$ cat config.mk
export PLATFORM = sky130hd
export DESIGN_NAME = decoder3_8_behavioral
export DESIGN_NICKNAME = d
export VERILOG_FILES = /design/src/rtl/decoder_pkg.sv /design/src/rtl/decoder3_8_core.sv /design/src/rtl/decoder3_8_behavioral.sv
export SDC_FILE = /design/constraint.sdc
export NUM_CORES = 1
export LEC_CHECK = 0
export ABC_AREA = 1
export BUFFER_PORTS_ARGS = -buffer_cell sky130_fd_sc_hd__buf_2
export CAP_MARGIN = 20
export CORE_AREA = 2 2 39 41
export CTS_CLUSTER_DIAMETER = 100
export DETAILED_ROUTE_END_ITERATION = 8
export DIE_AREA = 0 0 41 43
export HOLD_SLACK_MARGIN = 0.05
export SKIP_CTS_REPAIR_TIMING = 1
export SLEW_MARGIN = 20
export SYNTH_ARGS = -nofsm -noshare
export SYNTH_HDL_FRONTEND = slang
export SYNTH_HIERARCHICAL = 1
export SYNTH_SLANG_ARGS = --single-unit
$ cat constraint.sdc
create_clock -name clk -period 0.8 [get_ports clk]
set_input_delay 0.16 -clock clk [delete_from_list [all_inputs] [get_ports clk]]
set_output_delay 0.16 -clock clk [all_outputs]
set_load 0.01 [all_outputs]
$ cat src/rtl/decoder_pkg.sv
// decoder_pkg: shared widths and the one-hot decode function for the 3-to-8 decoder
package decoder_pkg;
  localparam int SEL_W = 3;
  localparam int NUM_OUT = 8;
  function automatic logic [NUM_OUT-1:0] onehot8(input logic [SEL_W-1:0] sel, input logic en);
    logic [NUM_OUT-1:0] one;
    one = {{(NUM_OUT-1){1'b0}}, 1'b1};
    return en ? one << sel : '0;
  endfunction
endpackage

$ cat src/rtl/decoder3_8_core.sv
// decoder3_8_core: combinational decode, sel/en in, one-hot dec[7:0] out (all zero when en=0)
module decoder3_8_core
  import decoder_pkg::*;
(
  input  logic [SEL_W-1:0]   sel,
  input  logic               en,
  output logic [NUM_OUT-1:0] dec
);
  always_comb dec = onehot8(sel, en);
endmodule

$ cat src/rtl/decoder3_8_behavioral.sv
// decoder3_8_behavioral: registered 3-to-8 decoder; clk, rst_n (sync, active-low), en, A/B/C select (A=MSB) -> Y0..Y7, optional active-low outputs
module decoder3_8_behavioral
  import decoder_pkg::*;
#(
  parameter bit OUT_ACTIVE_LOW = 1'b0
) (
  input  logic clk,
  input  logic rst_n,
  input  logic en,
  input  logic A,
  input  logic B,
  input  logic C,
  output logic Y0,
  output logic Y1,
  output logic Y2,
  output logic Y3,
  output logic Y4,
  output logic Y5,
  output logic Y6,
  output logic Y7
);
  localparam logic [NUM_OUT-1:0] INACTIVE = {NUM_OUT{OUT_ACTIVE_LOW}};
  logic [NUM_OUT-1:0] dec;
  logic [NUM_OUT-1:0] y_d;
  logic [NUM_OUT-1:0] y_q;
  decoder3_8_core u_core (
    .sel ({A, B, C}),
    .en  (en),
    .dec (dec)
  );
  always_comb y_d = dec ^ INACTIVE;
  always_ff @(posedge clk) begin
    if (!rst_n) y_q <= INACTIVE;
    else y_q <= y_d;
  end
  assign {Y7, Y6, Y5, Y4, Y3, Y2, Y1, Y0} = y_q;
endmodule

# Word level (Yosys, flattened, before mapping)

Index checks and enable logic that the tools add are counted.
W data, S select, Z words.

Reductions and logical operators: 1
Shift operators: 1
Bitwise gates (word level): 0
Muxes and demuxes: 0
Div/mod/pow operators: 0
$lt $le $gt $ge: 0
Equality and inequality tests: 0
Add/subtract/negate cells: 0
Multipliers: 0

Operators with widths:

| kind                  | number |
|---|---|
| $shl A1 B3 Y8 const A | 1 |
| $reduce_and A2 Y1     | 1 |

Register bits after elaboration: 8
Memory bits (writable): 0
Bits of input ports: 6
Bits in latches: 0
Output and inout port bits: 8
Bits in read-only memories: 0
Memories: 0

# Depth between registers and ports, before layout

Gate-level depths: netlist of the first run.

Word-level depth: 1
Depth in mapped cells: 5
Gate-level depth less buffers: 5

# Modules after synthesis

The synthesis of the first run kept the hierarchy.

By module, submodules not included:

| module                | cells each | sequential area each (µm²) | times used | area an instance (µm²) |
|---|---|---|---|---|
| decoder3_8_behavioral | 25         | 160.2                      | 1          | 225.2 |
| decoder3_8_core       | 17         | 0.0                        | 1          | 63.8 |

# Worst setup path before layout of the first run

No wires, ideal clock.

Path type: in2reg
Start: input port A
End: register y_q[0]
Stages on the path: 5
Arrival time: 0.401 ns
Slack: 0.290 ns
Buffers on the path: 0
Library setup time: 0.109 ns
Cells stage by stage: inv_1 > nand2_1 > nor2_1 > nand2_1 > inv_1

Word-level cells in the longest chain between the ends: 1

RTL lines:

| element              | line                        | text |
|---|---|---|
| start, declared      | decoder3_8_behavioral.sv:10 | `input logic A,` |
| $shl A1 B3 Y8        | decoder_pkg.sv:8            | `return en ? one << sel : '0;` |
| end signal, assigned | decoder3_8_behavioral.sv:34 | `else y_q <= y_d;` |
| end, declared        | decoder3_8_behavioral.sv:25 | `logic [NUM_OUT-1:0] y_q;` |

No other way between the ends.
A chain may end at the register's enable or synchronous reset.

# Worst setup path after layout of the first run

Start: register y_q[0]
End: output port Y0

RTL lines:

| element       | line                        | text |
|---|---|---|
| end, declared | decoder3_8_behavioral.sv:13 | `output logic Y0,` |

No word-level cell between the ends.

==> results of run 1 <==
[synth_stat cells]
master	instances
nand2_1	14
inv_1	11
dfxtp_1	8
nor2_1	8
buf_2	1
[path summary, 6_finish.rpt]
kind	start	to	slack, ns
worst max-delay path	y_q[0]$_SDFF_PN0_	Y0	-0.02
worst min-delay path	rst_n	y_q[5]$_SDFF_PN0_	0.18
[area by class of cell]
cell class | count | share of cell area (%)
repair buffers | 13 | 16.61
clock buffers | 3 | 5.751
flip-flops and latches | 8 | 40.89
well taps | 16 | 5.112
multi-input cells | 22 | 21.09
inverters | 11 | 10.54
[layer usage]
layer  vias up  GRT usage (%)  wire length, µm
li1        145              -                -
met5         -              0                0
met2         6          9.063              243
met1       112          4.531              153
met3         0          2.094               33
met4         0          11.33                0
[power by group]
part / switching [mW] / leakage (nW) / internal [mW]
clock network: 0.118 / 0.0138 / 0.170
registers: 0.00113 / 0.0648 / 0.406
logic: 0.0342 / 0.189 / 0.0223
[cells in the final DEF, fill, tap and decap left out]
cell,synthesis,layout
inv_1,11,11
clkbuf_4,0,3
nor2_1,8,8
buf_2,1,13
dfxtp_1,8,8
nand2_1,14,14
[logic make-up (layout without fill, tap and decap cells)]
group         Yosys count  count (layout)  share of synthesized area, %
flops                   8               8                         55.41
simple gates           22              22                         28.57
buf+inv                12              27                         16.02
==> flow_metrics.tcl, run 1 <==
set metrics [dict create \
    placedInstanceArea_um2 369.1 \
    drv_slew 0 \
    drc 0 \
    peakVddDrop_mv 0.3776 \
    ant_nets 0 \
    whs_path_depth 3 \
    grt_pass1_wl_um 696 \
    violations "negative setup slack" \
    max_slew_margin_pct 90.93 \
    stdcell_count 73 \
    ys_seq_area_share_pct 55.41 \
    yosys_warnings 6 \
    antenna_found_initial 0 \
    worstPathArrival_ns 0.66 \
    placedCellCount 70 \
    start_util_pct 20.89 \
    cp_cell_sequence "buf_2" \
    grt.total_usage_pct 6.439 \
    ys_ff_latch 8 \
    dp_hpwl_um 376.4 \
    yosys.area.top_type "dfxtp_1" \
    fin_area_um2 391.6 \
    path_class "flop to primary output" \
    cts_tree "built" \
    dr_total_vias 263 \
    min_path_type "input port to flop" \
    design.portCount 14 \
    fp.dieW_um 41 \
    cp_slowest_cell "dfxtp_1" \
    synth_top_cell_area_share_pct 55.41 \
    syn_area_um2 289.0 \
    final_util_pct 28.30 \
    crit_cells 1 \
    period_needed_ns 0.8200 \
    setup_viol 8 \
    power_leakage_nw 0.2672 \
    netlist_instances 42 \
    diodes 0 \
    max_freq_mhz 1219 \
    crit_path_start_kind "flop" \
    grt_max_degree 9 \
    post_drt_wl_per_cell_um 5.904 \
    crit_family "flip-flops" \
    rsz0062_at_grt "yes" \
    drive_gt1_share_pct 28.07 \
    portBuffers 13 \
    hold_violations 0 \
    htreeDepth 1 \
    drt_iter0_markers 0 \
    routed_wl_um 431 \
    cts_made_buffers 3 \
    timing.critical_path.slowest_cell_delay_ns 0.29 \
    synth.distinct_cells 5 \
    tightest_slew_ns 0.1357 \
    die-area_mm2 0.001763 \
    multi_input_comb_area_um2 82.58 \
    fin_crit_sh_pct 102.5 \
    worst-path-buf-inv 1 \
    gp_congestion 0.7355 \
    grt_pass1_vias 233 \
    place_ws_ns 0.1272 \
    hold_ws_ns 0.1849 \
    maxCapViolCount 0 \
    grt-ovfl-total 0 \
    root_buffer "clkbuf_4" \
    fillers 161 \
    synthTopCellsByArea "dfxtp_1 (55%), nand2_1 (18%), inv_1 (14%), nor2_1 (10%), buf_2 (1.7%)" \
    largest_reg_flops 8 \
    finalWorstSetupSlack_ns -0.02001 \
    largest-register "y_q" \
    core_area_mm2 0.001384 \
    layout.nets 65 \
    synth_area_per_cell_um2 6.882 \
    required_ns 0.64 \
    clk_path_buf_depth 2 \
    clkTransAtPathRegs_ns 0.05 \
    finalSetupTns_ns -0.1385 \
    power_mw 0.7517 \
    powerDensity_mw_per_mm2 1919 \
    end_kind "primary output" \
    firstDrtPassIters 1 \
    status "finished, violations left" \
    reg_top3 "y_q: 8 flops" \
    fp.dieH_um 43 \
    syn_to_final_growth_pct 35.50 \
    syn_nets 48 \
    worstPathMaxFanout 1 \
    rows 14 \
    seq_area_um2 160.2 \
    cts_sinks 8 \
    viasPerCell 3.603 \
]
Power figures use the tool's default switching activity.
==> inputs of run 2 (changes only) <==
ABC_AREA = default   (was 1)
==> run 2 against run 1 <==
  * The flow still finishes with violations (negative setup slack)
  * Critical path depth is the same
  * Clock power is essentially flat
  * Global-route usage grew 0.42 points
  * Flip-flop and latch count did not move
  * First-iteration DRC count rose by 3
  * Non-clock buffer count did not move
  * Synthesized area increased by 5.6%
  * Via count down 11%
  * Sequential share of layout area decreased by 2.1 points
  * Synthesized cell count down 43%
  * Critical endpoint is now Y3
  * Largest cell class unchanged
==> flow_metrics.tcl, run 2 <==
set metrics [dict create \
    cts_sinks 8 \
    gp_congestion 0.6914 \
    ys_ff_latch 8 \
    wl_met2_um 240 \
    cts_made_buffers 3 \
    yosys_warnings 6 \
    setup_viol 8 \
    min_path_type "input port to flop" \
    worst-path-buf-inv 1 \
    largest_reg_flops 8 \
    violations "negative setup slack" \
    reg_top3 "y_q: 8 flops" \
    hold_violations 0 \
    synth_common_cells "and2_1 (8), dfxtp_1 (8), and4b_2 (2), and4bb_1 (2)" \
    synth-edff-count 0 \
    start_util_pct 22.06 \
    core_area_mm2 0.001384 \
    route.top_layer_used "met3" \
    cp_slowest_cell "dfxtp_1" \
    portBuffers 13 \
    whs_path_depth 2 \
    max_slew_margin_pct 87.83 \
    yosys.area.top_type "dfxtp_1" \
    status "finished, violations left" \
    dr_total_vias 235 \
    synthTopCellsByArea "dfxtp_1 (52%), and2_1 (16%), and4bb_1 (8.2%), and4b_2 (7.4%), nor4b_2 (4.9%)" \
    final_common_cell "buf_2" \
    drv_slew 0 \
    post_drt_wl_per_cell_um 9.589 \
    drive_gt1_share_pct 52.50 \
    die-area_mm2 0.001763 \
    routed_wl_um 537 \
    ys_seq_area_share_pct 52.46 \
    drc 0 \
    syn_to_final_growth_pct 35.25 \
    htreeDepth 1 \
    power_leakage_nw 0.2057 \
    viasPerCell 4.196 \
    grt-ovfl-total 0 \
    grt_max_degree 9 \
    synth.distinct_cells 8 \
    root_buffer "clkbuf_4" \
    synth_top_cell_area_share_pct 52.46 \
    layout.nets 48 \
    synth_flop_cell "dfxtp_1" \
    finalWorstSetupSlack_ns -0.03015 \
    required_ns 0.64 \
    crit_family "flip-flops" \
    power_mw 0.7581 \
    hp-start "rst_n" \
    drt_iter0_markers 3 \
    grt_pass1_wl_um 752 \
    cts_tree "built" \
    hold_ws_ns 0.1993 \
    rsz0062_at_grt "yes" \
    netlist_instances 24 \
    hold_path_end "y_q[7]$_SDFF_PN0_" \
    ys_async_sr_fraction_pct 0 \
    ant_nets 0 \
    synth_area_per_cell_um2 12.72 \
    largest-register "y_q" \
    firstDrtPassIters 2 \
    antenna_found_initial 0 \
    fp.dieW_um 41 \
    clkTransAtPathRegs_ns 0.05 \
    period_needed_ns 0.8301 \
    timing.critical_path.slowest_cell_delay_ns 0.31 \
    wl_met1_um 249 \
    final_cell_mix "buf_2 (13), and2_1 (8), dfxtp_1 (8)" \
    cp_cell_sequence "buf_2" \
    design.portCount 14 \
    crit_path_start_kind "flop" \
    path_class "flop to primary output" \
    grt_pass1_vias 194 \
    dp_hpwl_um 404.6 \
    max_freq_mhz 1205 \
    grt.total_usage_pct 6.855 \
    peakVddDrop_mv 0.4247 \
    maxCapViolCount 0 \
    powerDensity_mw_per_mm2 1836 \
    end_kind "primary output" \
    wl_met3_um 48 \
    clk_path_buf_depth 2 \
    rows 14 \
    diodes 0 \
    worstPathMaxFanout 1 \
    syn_nets 30 \
    tightest_slew_ns 0.1820 \
    fillers 143 \
    syn_area_um2 305.3 \
    worstPathArrival_ns 0.67 \
    fp.dieH_um 43 \
    fin_crit_sh_pct 103.8 \
]
run 2: cell count changes in the layout (fill, tap and decap cells not counted), moves of 2 or more:
cell | before | now
nand2_1 | 14 | 0
inv_1 | 11 | 0
and2_1 | 0 | 8
nor2_1 | 8 | 0
and4b_2 | 0 | 2
and4bb_1 | 0 | 2
run 2: routing by layer:
metal	track usage (%)	up-vias
li1	-	126
met4	10.00	0
met3	1.571	0
met2	7.187	11
met5	0	-
met1	8.795	98
run 2: worst max-delay path by stage:
stage                      start                 to  slack [ns]  depth (start not counted)
6_report       y_q[3]$_SDFF_PN0_                 Y3       -0.03                          1
5_1_grt        y_q[7]$_SDFF_PN0_                 Y7       -0.06                          1
4_1_cts        y_q[3]$_SDFF_PN0_                 Y3       -0.05                          1
3_5_place_dp                   B  y_q[1]$_SDFF_PN0_      -0.004                          3
3_3_place_gp                   B  y_q[1]$_SDFF_PN0_        0.01                          3
2_1_floorplan                 en  y_q[5]$_SDFF_PN0_        0.18                          2
run 2: layout make-up:
type	instances	area, µm²	area share, %
flip-flops and latches	8	160.2	38.79
well taps	16	20.02	4.848
multi-input cells	16	145.1	35.15
clock buffers	3	22.52	5.455
repair buffers	13	65.06	15.76
run 2: per-stage QoR:
step,area (µm²),utilization [%],worst slack (ns),instances,TNS [ns]
5_1_grt,412.9,29.84,-0.06001,56,-0.4132
6_report,412.9,29.84,-0.03015,56,-0.1805
3_3_place_gp,390.4,28.21,0.009624,53,0
4_1_cts,412.9,29.84,-0.05060,56,-0.3045
3_5_place_dp,390.4,28.21,-0.004440,53,-0.004440
2_1_floorplan,305.3,-,0.1813,24,0
run 2: kinds of logic (layout without fill, tap and decap cells):
group         after synthesis  after routing  synth area share [%]
buf+inv                     0             16                     0
flops                       8              8                 52.46
simple gates               16             16                 47.54
run 2: power breakdown:
part           internal [mW]  switching (mW)  total, mW
combinational         0.0296          0.0303     0.0599
clock                  0.171           0.120      0.291
sequential             0.406         0.00133      0.407
total                  0.606           0.152      0.758
==> inputs of run 3 (changes only) <==
CELL_PAD_IN_SITES_DETAIL_PLACEMENT = 2   (was default)
CELL_PAD_IN_SITES_GLOBAL_PLACEMENT = 2   (was default)
PLACE_DENSITY_LB_ADDON = 0.1   (was default)
clock period = 0.9 ns   (was 0.8 ns; I/O delays follow)
==> run 3 against run 2 <==
  * The flow now finishes without violations
  * Cell area did not move
  * Combinational power fell by 10%
  * Count of clock-buffer cells in the layout did not move
  * Routed wire length rose by 14%
  * Die area did not move
==> flow_metrics.tcl, run 3 (synthesis results as in run 2) <==
set metrics [dict create \
    status "complete, no violations" \
    power_leakage_nw 0.2057 \
    path_class "flop to primary output" \
    cp_slowest_cell "dfxtp_1" \
    max_freq_mhz 1179 \
    drv_slew 0 \
    largest_reg_flops 8 \
    antenna_found_initial 0 \
    final_common_cell "buf_2" \
    power_mw 0.6631 \
    drive_gt1_share_pct 52.50 \
    tightest_slew_ns 0.1981 \
    clk_path_buf_depth 2 \
    cts_tree "built" \
    end_kind "primary output" \
    fin_crit_sh_pct 94.28 \
    placedCellCount 53 \
    maxCapViolCount 0 \
    viasPerCell 4.339 \
    firstDrtPassIters 1 \
    design.portCount 14 \
    routed_wl_um 610 \
    largest-register "y_q" \
    fillers 161 \
    reg_top3 "y_q: 8 flops" \
    stdcell_count 56 \
    placedInstanceArea_um2 390.4 \
    grt_max_degree 9 \
    hold_violations 0 \
    finalWorstSetupSlack_ns 0.05147 \
    cts_sinks 8 \
    portBuffers 13 \
    core_area_mm2 0.001384 \
    required_ns 0.72 \
    crit_family "flip-flops" \
    grt-ovfl-total 0 \
    fp.dieW_um 41 \
    grt_pass1_vias 239 \
    place_ws_ns 0.05656 \
    min_path_type "input port to flop" \
    worst-path-buf-inv 1 \
    finalSetupTns_ns 0 \
    rsz0062_at_grt "no" \
    max_slew_margin_pct 86.76 \
    worstPathMaxFanout 1 \
    ant_nets 0 \
    peakVddDrop_mv 0.3651 \
    layout.nets 48 \
    syn_to_final_growth_pct 35.25 \
    setup_viol 0 \
    drt_iter0_markers 0 \
    cts_made_buffers 3 \
    start_util_pct 22.06 \
    crit_path_start_kind "flop" \
    diodes 0 \
    grt.total_usage_pct 8.149 \
    powerDensity_mw_per_mm2 1606 \
    dr_total_vias 243 \
    die-area_mm2 0.001763 \
    fin_area_um2 412.9 \
    grt_pass1_wl_um 945 \
    root_buffer "clkbuf_4" \
    fp.dieH_um 43 \
    drc 0 \
    post_drt_wl_per_cell_um 10.89 \
    final_cell_mix "buf_2 (13), and2_1 (8), dfxtp_1 (8)" \
    rows 14 \
    htreeDepth 1 \
    clkTransAtPathRegs_ns 0.05 \
    timing.critical_path.slowest_cell_delay_ns 0.31 \
    worstPathArrival_ns 0.67 \
    period_needed_ns 0.8485 \
    hold_ws_ns 0.2205 \
    dp_hpwl_um 505.9 \
    gp_congestion 0.6710 \
    final_util_pct 29.84 \
    cp_cell_sequence "buf_2" \
]
## run 3: cell counts in the layout (fill, tap and decap cells not counted)
No cell type changed its count.
## run 3: final timing paths
check	from	end	slack [ns]	depth (start not counted)
max	y_q[3]$_SDFF_PN0_	Y3	0.05	1
min	rst_n	y_q[4]$_SDFF_PN0_	0.22	2
## run 3: report_power, final
group          switching (mW)  internal (mW)  total, mW  leakage [nW]
clock                  0.0961          0.151      0.247        0.0138
sequential            0.00136          0.361      0.362        0.0648
combinational          0.0274         0.0264     0.0537         0.127
## run 3: cell type report
type	instances	area, µm²	area share, %
sequential	8	160.2	38.79
multi-input combinational	16	145.1	35.15
timing repair buffer	13	65.06	15.76
clock buffer	3	22.52	5.455
tap	16	20.02	4.848
## run 3: per-layer routing
layer	wire, µm	part of all wire, %	GRT usage (%)
met4	14	2.3	8.000
met2	260	43	11.88
met3	79	13	1.571
met1	255	42	9.061
met5	0	0	0
